<file path="src/rtl/div_radix2.sv">
// rtl/div_radix2.sv - Iterative restoring radix-2 divider (DIV/DIVU), optional early termination via DIV_EARLY_TERM_EN
module div_radix2 #(
  parameter int WIDTH = 32,
  parameter int CNT_W = 6
) (
  input  logic               clk,
  input  logic               rst,
  input  logic               signed_div_i,
  input  logic [WIDTH-1:0]   opdata1_i,
  input  logic [WIDTH-1:0]   opdata2_i,
  input  logic               start_i,
  input  logic               annul_i,
  output logic [2*WIDTH-1:0] result_o,
  output logic               ready_o
);

  // Work register: {partial remainder, dividend/quotient bits, guard bit}
  localparam int WW = 2*WIDTH + 1;
  localparam logic [CNT_W-1:0] LAST_CNT = CNT_W'(WIDTH - 1);

  localparam logic [1:0] ST_FREE   = 2'b00;
  localparam logic [1:0] ST_BYZERO = 2'b01;
  localparam logic [1:0] ST_ON     = 2'b10;
  localparam logic [1:0] ST_END    = 2'b11;

  logic [1:0]         state_q, state_d;
  logic [CNT_W-1:0]   cnt_q, cnt_d;
  logic [WW-1:0]      work_q, work_d;
  logic [WIDTH-1:0]   divisor_q, divisor_d;
  logic               dvd_neg_q, dvd_neg_d;
  logic               dvs_neg_q, dvs_neg_d;
  logic [2*WIDTH-1:0] result_q, result_d;
  logic               ready_q, ready_d;

  logic               op1_neg, op2_neg;
  logic [WIDTH-1:0]   abs_op1, abs_op2;
  logic [WIDTH:0]     diff;
  logic [WW-1:0]      step_work;
  logic [WIDTH-1:0]   quo_abs, rem_abs;
  logic [WIDTH-1:0]   quo_fix, rem_fix;

  // Operand magnitudes; the most negative value maps onto itself and is then read as unsigned
  always_comb begin
    op1_neg = signed_div_i & opdata1_i[WIDTH-1];
    op2_neg = signed_div_i & opdata2_i[WIDTH-1];
    abs_op1 = op1_neg ? (~opdata1_i + WIDTH'(1)) : opdata1_i;
    abs_op2 = op2_neg ? (~opdata2_i + WIDTH'(1)) : opdata2_i;
  end

  // One restoring step plus the sign fix-up applied to the result of the final step
  always_comb begin
    diff = work_q[WW-1:WIDTH] - {1'b0, divisor_q};
    if (diff[WIDTH]) begin
      step_work = {work_q[WW-2:0], 1'b0};
    end else begin
      step_work = {diff[WIDTH-1:0], work_q[WIDTH-1:0], 1'b1};
    end
    quo_abs = step_work[WIDTH-1:0];
    rem_abs = step_work[WW-1:WIDTH+1];
    quo_fix = (dvd_neg_q ^ dvs_neg_q) ? (~quo_abs + WIDTH'(1)) : quo_abs;
    rem_fix = dvd_neg_q ? (~rem_abs + WIDTH'(1)) : rem_abs;
  end

  // Next-state logic; annul overrides everything, including a start seen in FREE
  always_comb begin
    state_d   = state_q;
    cnt_d     = cnt_q;
    work_d    = work_q;
    divisor_d = divisor_q;
    dvd_neg_d = dvd_neg_q;
    dvs_neg_d = dvs_neg_q;
    result_d  = result_q;
    ready_d   = ready_q;

    if (annul_i) begin
      state_d  = ST_FREE;
      result_d = '0;
      ready_d  = 1'b0;
    end else begin
      case (state_q)
        ST_FREE: begin
          result_d = '0;
          ready_d  = 1'b0;
          if (start_i) begin
            if (opdata2_i == '0) begin
              state_d = ST_BYZERO;
`ifdef DIV_EARLY_TERM_EN
            end else if (abs_op1 < abs_op2) begin
              // Quotient is zero and the remainder is the dividend unchanged
              state_d  = ST_END;
              result_d = {opdata1_i, {WIDTH{1'b0}}};
              ready_d  = 1'b1;
`endif
            end else begin
              state_d   = ST_ON;
              cnt_d     = '0;
              work_d    = {{WIDTH{1'b0}}, abs_op1, 1'b0};
              divisor_d = abs_op2;
              dvd_neg_d = op1_neg;
              dvs_neg_d = op2_neg;
            end
          end
        end

        ST_BYZERO: begin
          state_d  = ST_END;
          result_d = '0;
          ready_d  = 1'b1;
        end

        ST_ON: begin
          work_d = step_work;
          cnt_d  = cnt_q + CNT_W'(1);
          if (cnt_q == LAST_CNT) begin
            state_d  = ST_END;
            result_d = {rem_fix, quo_fix};
            ready_d  = 1'b1;
          end
        end

        ST_END: begin
          // The ALU holds start until it has seen ready; wait for it to let go
          if (!start_i) begin
            state_d  = ST_FREE;
            result_d = '0;
            ready_d  = 1'b0;
          end
        end

        default: begin
          state_d  = ST_FREE;
          result_d = '0;
          ready_d  = 1'b0;
        end
      endcase
    end
  end

  // State and output registers
  always_ff @(posedge clk or posedge rst) begin
    if (rst) begin
      state_q   <= ST_FREE;
      cnt_q     <= '0;
      work_q    <= '0;
      divisor_q <= '0;
      dvd_neg_q <= 1'b0;
      dvs_neg_q <= 1'b0;
      result_q  <= '0;
      ready_q   <= 1'b0;
    end else begin
      state_q   <= state_d;
      cnt_q     <= cnt_d;
      work_q    <= work_d;
      divisor_q <= divisor_d;
      dvd_neg_q <= dvd_neg_d;
      dvs_neg_q <= dvs_neg_d;
      result_q  <= result_d;
      ready_q   <= ready_d;
    end
  end

  assign result_o = result_q;
  assign ready_o  = ready_q;

endmodule

</file>
<file path="config.mk">
export PLATFORM = sky130hd
export DESIGN_NAME = div_radix2
export DESIGN_NICKNAME = d
export VERILOG_FILES = /design/src/rtl/div_radix2.sv
export SDC_FILE = /design/constraint.sdc
export NUM_CORES = 1
export LEC_CHECK = 0
export ABC_AREA = 1
export BUFFER_PORTS_ARGS = -buffer_cell sky130_fd_sc_hd__clkbuf_2
export CAP_MARGIN = 0
export CELL_PAD_IN_SITES_DETAIL_PLACEMENT = 0
export CELL_PAD_IN_SITES_GLOBAL_PLACEMENT = 1
export CORE_MARGIN = 1.5
export CORE_UTILIZATION = 43
export CTS_CLUSTER_SIZE = 25
export DETAILED_ROUTE_END_ITERATION = 6
export MAX_ROUTING_LAYER = met4
export PLACE_DENSITY_LB_ADDON = 0.1
export SLEW_MARGIN = 20
export SYNTH_ARGS = -nofsm -noshare
export SYNTH_HDL_FRONTEND = slang
export SYNTH_SLANG_ARGS = --single-unit
</file>
<file path="constraint.sdc">
create_clock -name clk -period 6.2 [get_ports clk]
set_clock_uncertainty 0.2 [all_clocks]
set_input_delay 0.62 -clock clk [delete_from_list [all_inputs] [get_ports clk]]
set_output_delay 0.62 -clock clk [all_outputs]
set_load 0.01 [all_outputs]
</file>
After elaboration in Yosys (flattened, before gate mapping) --
Cells that the tools add are included.
Word-level totals: register bits after elaboration 172, output and inout port bits 65
Cells by class: add/sub/neg operators 6, eq/ne operators 9, muxes and demuxes 25, bitwise operators 9, reductions and logical operators 8
Operator list (count):
- 65-bit 2-to-1 mux | 3
- 64-bit 2-to-1 mux | 3
- 64-bit case mux with 3 select lines | 1
- 65-bit case mux with 2 select lines | 1
- 32-bit by 1-bit adder with 32-bit output (second input constant) | 4
- 32-bit 2-to-1 mux | 4
- 32-bit inverter | 4
- 33-bit by 32-bit subtractor with 33-bit output | 1
- 32-bit logical NOT | 1
- 6-bit 2-to-1 mux | 2
- 6-bit case mux with 2 select lines | 1
- 2-bit 2-to-1 mux | 5
- 3-bit inequality test (second input constant) | 3
- 2-bit case mux with 4 select lines | 1
- 4-bit AND reduction | 2
- 6-bit by 1-bit adder with 6-bit output (second input constant) | 1
- 6-bit by 5-bit equality test with 1-bit output (second input constant) | 1
- 2-bit equality test (second input constant) | 2
- 2-bit inequality test (second input constant) | 2
- 1-bit case mux with 4 select lines | 1
- 1-bit 2-to-1 mux | 3
- 3-bit AND reduction | 1
- 1-bit AND | 2
- 2-bit by 1-bit equality test with 1-bit output (second input constant) | 1
- 6 further kinds | 7

Depth between registers and ports, before layout --
Gate-level depths: netlist (run 1).
depth in word-level cells 8, gate-level depth with buffers 32, gate-level depth less buffers 30

Least setup slack after synthesis (run 1) --
Ideal clock, no wire load.
path type reg-to-reg, start point register work_q[32], end point register result_q[28] (netlist: result_o[28]), setup time 128 ps, arrival time 3723 ps, required time 5872 ps, slack 2149 ps, cell stages (with the launch flop) 32, period minus slack after synthesis 4051 ps, path through dfrtp_1 > inv_1 > ha_1 > inv_1 > fa_1 > nand2_1 > nand2_1 > nand3_2 > nand2_2 > nand2_2 > nand2_2 > nand2_4 > nand3_2 > nand2_4 > buf_8 > buf_6 > ha_1 > nand2_1 > nor2_1 > nand3_1 > nor2_1 > nand2_1 > nor3_1 > nand2_1 > nor2_1 > nand2_1 > nor3_1 > nand2_1 > nand2_1 > nand2_1 > o21ai_0 > o21ai_0
On the way: longest elaborated chain between the ends 8
RTL lines:
- start, declared | RTL line 28 | logic [WW-1:0] work_q, work_d;
- start signal, assigned | RTL line 153 | work_q <= work_d;
- 33-bit by 32-bit subtractor with 33-bit output | RTL line 52 | diff = work_q[WW-1:WIDTH] - {1'b0, divisor_q};
- 65-bit 2-to-1 mux | RTL line 53 | if (diff[WIDTH]) begin
- 32-bit inverter | RTL line 60 | quo_fix = (dvd_neg_q ^ dvs_neg_q) ? (~quo_abs + WIDTH'(1)) : quo_abs;
- 32-bit by 1-bit adder with 32-bit output | RTL line 60
- 32-bit 2-to-1 mux | RTL line 60
- 64-bit 2-to-1 mux | RTL line 114 | if (cnt_q == LAST_CNT) begin
- 64-bit case mux with 3 select lines | RTL line 80 | case (state_q)
- 64-bit 2-to-1 mux | RTL line 75 | if (annul_i) begin
- end signal, assigned | RTL line 157 | result_q <= result_d;
- end, declared | RTL line 32 | logic [2*WIDTH-1:0] result_q, result_d;
Every way passes these cells. The select of a mux whose other input is x is not followed. A chain may end at the register's enable or synchronous reset.

Worst setup path after layout (run 1) --
start point register work_q[32], end point register result_q[30] (netlist: result_o[30])
Same word-level chain as after synthesis.

==> results of run 1 <==
==> cell families after synthesis <==
logic type | after synthesis
AOI/OAI and AO/OA | 290
xor gates and xnor gates | 69
and+or+nand+nor | 1142
buffers and inverters | 373
DFF | 172
adders and majority gates | 42
==> placed cells by master (no fill, tap or decap), types with 7 or more instances in the layout <==
cell and count:
sky130_fd_sc_hd__nand2_1 700, sky130_fd_sc_hd__inv_1 300, sky130_fd_sc_hd__nor2_1 196, sky130_fd_sc_hd__dfrtp_1 172
sky130_fd_sc_hd__clkbuf_2 133, sky130_fd_sc_hd__o21ai_0 129, sky130_fd_sc_hd__nand3_1 118, sky130_fd_sc_hd__a21oi_1 61
sky130_fd_sc_hd__xor2_1 56, sky130_fd_sc_hd__o22ai_1 41, sky130_fd_sc_hd__ha_1 41, sky130_fd_sc_hd__nand2_2 28
sky130_fd_sc_hd__nor3_1 25, sky130_fd_sc_hd__nand4_1 22, sky130_fd_sc_hd__clkbuf_16 17, sky130_fd_sc_hd__o21ai_1 16
sky130_fd_sc_hd__xnor2_1 13, sky130_fd_sc_hd__nor2_2 10, sky130_fd_sc_hd__inv_2 9, sky130_fd_sc_hd__nand2_4 9
sky130_fd_sc_hd__o31ai_1 8, sky130_fd_sc_hd__buf_4 8, sky130_fd_sc_hd__nor4_1 7, sky130_fd_sc_hd__a221oi_1 7
==> worst min path at each step <==
stage               slack (ns)  depth (start not counted)            to         start
detailed placement        0.27                          2  result_o[59]  result_o[59]
finish                    0.28                          2  result_o[59]  result_o[59]
CTS                       0.23                          2    state_q[0]           rst
floorplan                 0.25                          2    work_q[31]    work_q[31]
global placement          0.26                          2  result_o[60]  result_o[60]
global route              0.30                          3     work_q[8]  opdata1_i[7]
==> per-stage QoR <==
stage / cells / hold slack (ns) / cell area, sq um / setup WS (ns)
detailed placement: 2566 / 0.267 / 14300 / 1.66
CTS: 2598 / 0.226 / 14900 / 1.61
finish: 2600 / 0.277 / 15000 / 1.58
global placement: 2566 / 0.262 / 14300 / 1.76
floorplan: 2088 / 0.250 / 13400 / 0.720
global route: 2600 / 0.302 / 15000 / 1.05
==> state kept, by name, summed over array words and instances, names as in the netlist <==
signal     count
work_q        65
dvd_neg_q      1
dvs_neg_q      1
cnt_q          6
ready_o        1
state_q        2
divisor_q     32
result_o      64
==> area by class of cell <==
type / count / area [sq um]
Multi-Input combinational cell: 1543 / 7610
Sequential cell: 172 / 4300
Clock inverter: 14 / 181
Clock buffer: 18 / 439
Inverter: 314 / 1180
Fill cell: 3314 / 15600
Tap cell: 396 / 495
Timing Repair Buffer: 143 / 763
==> critical path, delay by kind of cell (launching register included) <==
family,cells,cell delay [ns]
adders and majority gates,3,0.73
buffers and inverters,2,0.17
and+or+nand+nor,22,2.80
AOI/OAI and AO/OA,2,0.25
DFF,1,0.36
==> metal layers <==
layer	global-route usage	up-vias	share of wire
met5	-	-	0
met4	0.0744	0	0.020
met3	0.0371	45	0.041
met2	0.484	286	0.48
met1	0.372	6290	0.46
li1	-	6813	-
==> timing repair <==
action,CTS,global route
hold buffers,0,1
hold endpoints to repair,0,4
endpoints found under the setup margin,0,0
==> results.md, run 1 <==
| Step | Metric | This run |
| --- | --- | --- |
| critical path | Capturing element of the worst setup path | result_o[30] |
| synth | Post-synthesis simple-gate area fraction | 0.361 |
| critical path | Setup slack on the worst flop-to-flop path | 1.58 ns |
| timing | Total negative slack for setup checks | 0 ns |
| timing | Setup repair after global routing missed its margin | no |
| placement | Final HPWL from detailed placement | 34500 microns |
| critical path | Largest driver fanout on the critical path | 14 |
| synth | Cells after synthesis | 2088 |
| synth | Dominant cell by count in the synthesized netlist | sky130_fd_sc_hd__nand2_1 |
| routing | Detailed-route wire length | 44200 microns |
| cells and area | Diodes inserted | 0 |
| synth | Portion of the post-synthesis area used by sequential elements | 0.322 |
| global routing | Overflow left after global routing | 0 |
| synth | Post-synthesis async set-or-reset flop share | 1.00 |
| routing | DRT antenna net count | 0 |
| routing | Iteration-0 DRC Markers | 932 |
| global routing | Pin count of the biggest net entering global routing | 104 |
| routing | Vias per Instance | 5.17 |
| clock tree | Clock transition at path regs | 0.07 ns |
| timing | Final setup violation count | 0 |
| critical path | Largest incremental delay on the critical path | 0.40 ns |
| global routing | Number of global-route vias before repair | 12600 |
| placement | Count of port buffers added during placement | 133 |
| timing | Least-Margin Pin Slew | 1.07 ns |
| synth | Post-synthesis cell type with the largest combined area | sky130_fd_sc_hd__dfrtp_1 |
| synth | Synth Area in XOR/XNOR | 0.0452 |
| routing | Number of detailed-routing iterations run before antenna repair | 5 |
| global routing | Wire length of the first global-routing pass | 68800 microns |
| synth | Compound-cell area share of the yosys netlist | 0.122 |
| run | Max-Cap Viols | 0 |
| timing | Fmax achieved | 0.216 GHz |
| clock tree | CTS root buf | sky130_fd_sc_hd__clkbuf_16 |
| clock tree | Post-CTS Repair Setup Buffers | 0 |
| synth | Yosys warnings | 0 |
| synth | Dominant combinational cell family by area after synthesis | simple AND/OR/NAND/NOR gates |
| critical path | Crit path max-delay cell type | sky130_fd_sc_hd__fa_1 |
| critical path | Setup crit start kind | flip-flop |
| synth | Synth Flop Type | sky130_fd_sc_hd__dfrtp_1 |
| synth | Post-synth top cells | sky130_fd_sc_hd__nand2_1, sky130_fd_sc_hd__inv_1, sky130_fd_sc_hd__nor2_1, sky130_fd_sc_hd__dfrtp_1, sky130_fd_sc_hd__o21ai_0 |
| synth | Largest cells by area after synthesis | sky130_fd_sc_hd__dfrtp_1, sky130_fd_sc_hd__nand2_1, sky130_fd_sc_hd__inv_1 |
| floorplanning | Vert. Die Dim | 179 microns |
| floorplanning | Core Region | 30600 sq um |
| critical path | Cell repeated most along the worst path | sky130_fd_sc_hd__nand2_1 |
| clock tree | Quantity of gates resized following cts | 0 |
| clock tree | H-tree level count | 4 |
| critical path | Kind of end point of the critical path | flip-flop |
| status | Status | finished, final reports clean |
| floorplanning | Die Footprint | 32200 sq um |
| min path | Type of the tightest min-delay check | flip-flop to flip-flop |
| critical path | Data required time of the critical path | 6.33 ns |
| routing | Final routed DRC violation total | 0 |
| timing | Final Hold Violating Endpoints | 0 |
| critical path | Start point of the critical path | work_q[32] |
| synth | Top cell type's share of synthesized area | 0.322 |
| timing | Shortest period the worst path allows | 4.62 ns |
| critical path | Type of the worst setup path | flip-flop to flip-flop |
| critical path | R2R cell count | 29 |
| timing | Slew headroom | 0.286 |
| clock tree | Clock Sinks | 172 |
| clock tree | Insertion delay of the later-clocked pin in the worst-skew pair | 0.46 ns |
| cells and area | Number of nets at the end of the flow | 2302 |
| placement | Routability-driven placement congestion ratio | 0.953 |
| global routing | Overall fraction of global-route tracks in use | 0.290 |
| synth | Arithmetic-cell share of the synthesized area counting full adders, half adders and majority gates | 0.0399 |
| clock tree | Maximum count of clock buffers along a single path | 2 |
| clock tree | TritonCTS clock tree | done |
| routing | Vias | 13400 |
| synth | Avg Cell Area, Syn | 6.40 sq um |
| floorplanning | Width of the die | 179 microns |
| cells and area | Layout cell share with drive strength beyond 1 | 0.114 |
| cells and area | Area Growth Syn to Fin | 12.1% |
| synth | Mux contribution to synthesized area | 0 |
| synth | Total nets after synthesis | 2199 |
| critical path | Start of the worst register-to-register path | work_q[32] |
| floorplanning | Number of cell rows | 64 |
| synth | Cell area after synthesis | 13400 sq um |
| critical path | Endpoint of the lowest-slack register-to-register path | result_o[30] |
| timing | Number of max-slew violations in the final report | 0 |
| synth | Post-synth EDFFs | 0 |
| synth | Count of state elements after synthesis | 172 |
| global routing | Number of antenna violations at the first check in global routing | 0 |
| clock tree | TritonCTS Buffers | 17 |
| floorplanning | I/O pin cnt | 134 |
| floorplanning | Effective utilization at floorplan | 0.437 |
| critical path | Data arrival time of the critical path | 4.75 ns |
| synth | Unique masters post-synth | 50 |
| timing | Period Utilization, post-route | 0.745 |
| cells and area | Share of the core filled with cells | 0.490 |
| routing | Avg WL per Cell | 17.0 microns |
Power of run 1 is left out: the tool's default activity adds up to more than one toggle a clock period on the data nets, which glitch-free logic cannot reach.
==> inputs of run 2 (changes only) <==
Settings changed: CORE_UTILIZATION 43 to 39.
Clock period 6.2 ns to 4.1 ns, I/O delays scaled along.
==> results.md, run 2 (synthesized netlist as in run 1, its figures left out) <==
| Step | Metric | This run |
| --- | --- | --- |
| timing | Shortest period the worst path allows | 3.89 ns |
| floorplanning | Effective utilization at floorplan | 0.398 |
| run | Max-Cap Viols | 0 |
| critical path | Cell repeated most along the worst path | sky130_fd_sc_hd__nand2_2 |
| clock tree | TritonCTS Buffers | 17 |
| cells and area | Total of fill cells in the finished design | 3599 |
| cells and area | Max reg flops | 65 |
| cells and area | Most common cell after layout, fill and taps aside | sky130_fd_sc_hd__nand2_1 |
| critical path | Start point of the critical path | work_q[32] |
| min path | Type of the tightest min-delay check | input port to flip-flop |
| routing | Final routed DRC violation total | 0 |
| timing | Worst path setup slack after routing | 0.210 ns |
| timing | Number of max-slew violations in the final report | 0 |
| routing | Number of detailed-routing iterations run before antenna repair | 5 |
| critical path | Setup crit start kind | flip-flop |
| critical path | Type of the worst setup path | flip-flop to flip-flop |
| routing | Vias | 13600 |
| critical path | Crit path max-delay cell type | sky130_fd_sc_hd__fa_2 |
| floorplanning | Width of the die | 188 microns |
| critical path | Capturing element of the worst setup path | result_o[28] |
| placement | Final HPWL from detailed placement | 37600 microns |
| timing | Fmax achieved | 0.257 GHz |
| floorplanning | I/O pin cnt | 134 |
| critical path | Largest driver fanout on the critical path | 6 |
| timing | Slew headroom | 0.383 |
| cells and area | Layout cell share with drive strength beyond 1 | 0.154 |
| routing | Detailed-route wire length | 47900 microns |
| clock tree | H-tree level count | 4 |
| timing | Final Hold Slack | 0.0831 ns |
| floorplanning | Vert. Die Dim | 188 microns |
| clock tree | Clock transition at path regs | 0.07 ns |
| floorplanning | Number of cell rows | 67 |
| global routing | Overflow left after global routing | 0 |
| clock tree | TritonCTS clock tree | done |
| cells and area | Commonest cells after routing, fill and taps aside | sky130_fd_sc_hd__nand2_1, sky130_fd_sc_hd__inv_1, sky130_fd_sc_hd__nor2_1, sky130_fd_sc_hd__dfrtp_1, sky130_fd_sc_hd__clkbuf_2 |
| critical path | Kind of end point of the critical path | flip-flop |
| floorplanning | Die Footprint | 35400 sq um |
| routing | DRT antenna net count | 0 |
| placement | Placement Setup Slack | 0.0397 ns |
| placement | Routability-driven placement congestion ratio | 0.934 |
| global routing | Overall fraction of global-route tracks in use | 0.284 |
| critical path | Setup slack on the worst flop-to-flop path | 0.21 ns |
| global routing | Number of global-route vias before repair | 13000 |
| routing | Iteration-0 DRC Markers | 935 |
| clock tree | Insertion delay of the later-clocked pin in the worst-skew pair | 0.45 ns |
| clock tree | Maximum count of clock buffers along a single path | 2 |
| clock tree | CTS root buf | sky130_fd_sc_hd__clkbuf_16 |
| timing | Final setup violation count | 0 |
| timing | Total negative slack for setup checks | 0 ns |
| placement | Count of port buffers added during placement | 133 |
| cells and area | Area of combinational cells with multiple inputs | 7880 sq um |
| cells and area | Sequential standard cell area | 4310 sq um |
| cells and area | Register with the most flip-flops | work_q |
| timing | Least-Margin Pin Slew | 0.926 ns |
| global routing | Pin count of the biggest net entering global routing | 112 |
| critical path | Largest incremental delay on the critical path | 0.39 ns |
| global routing | Wire length of the first global-routing pass | 74600 microns |
| cells and area | Number of nets at the end of the flow | 2360 |
| clock tree | Clock Sinks | 172 |
| critical path | R2R cell count | 30 |
| routing | Vias per Instance | 5.01 |
| critical path | Data required time of the critical path | 4.23 ns |
| cells and area | Diodes inserted | 0 |
| critical path | Data arrival time of the critical path | 4.02 ns |
| routing | Avg WL per Cell | 17.7 microns |
| status | Status | finished, final reports clean |
| floorplanning | Core Region | 33600 sq um |
| timing | Final Hold Violating Endpoints | 0 |
| timing | Period Utilization, post-route | 0.949 |
| cells and area | Share of the core filled with cells | 0.468 |
| global routing | Number of antenna violations at the first check in global routing | 0 |
| cells and area | Area Growth Syn to Fin | 17.7% |
| critical path | Start of the worst register-to-register path | work_q[32] |
| critical path | Endpoint of the lowest-slack register-to-register path | result_o[28] |
run 2: worst min-delay path by stage:
stage | to | startpoint | cells past startpoint
2_1_floorplan | work_q[31] | work_q[31] | 2
3_3_place_gp | result_o[52] | rst | 2
3_5_place_dp | result_o[52] | rst | 2
4_1_cts | work_q[21] | opdata1_i[20] | 3
5_1_grt | work_q[9] | opdata1_i[8] | 3
6_report | work_q[21] | opdata1_i[20] | 3
run 2: metrics by stage:
step / area [sq um] / instances
final: 15700 / 2709
after floorplan: 13400 / 2088
after CTS: 15400 / 2700
after detailed placement: 14800 / 2668
after global placement: 14800 / 2668
after global routing: 15700 / 2709
run 2: area by class of cell:
class / instances / share of cell area
Multi-Input combinational cell: 1543 / 0.501
Sequential cell: 172 / 0.274
Timing Repair Buffer: 201 / 0.0773
Inverter: 314 / 0.0751
Tap cell: 448 / 0.0356
Clock buffer: 18 / 0.0273
Clock inverter: 13 / 0.0107
run 2: critical path, delay by kind of cell (launching register included):
family	cells	cell delay, ns
simple gates	22	2.06
fa+ha+maj	3	0.67
flops	1	0.37
buf+inv	3	0.24
compound gates	2	0.21
run 2: metal layers:
metal,track usage,wire length (microns),share of wire
met5,-,0,0
met4,0.0963,1620,0.034
met3,0.0419,2300,0.048
met2,0.455,22300,0.47
met1,0.365,21700,0.45
run 2: what timing repair did:
action                                  4_1_cts  5_1_grt
setup buffers                                 0        9
gates resized for setup                       0       54
hold endpoints to repair                     54        0
hold buffers                                  1        0
endpoints found under the setup margin        0       19
Power of run 2 is left out for the same reason.
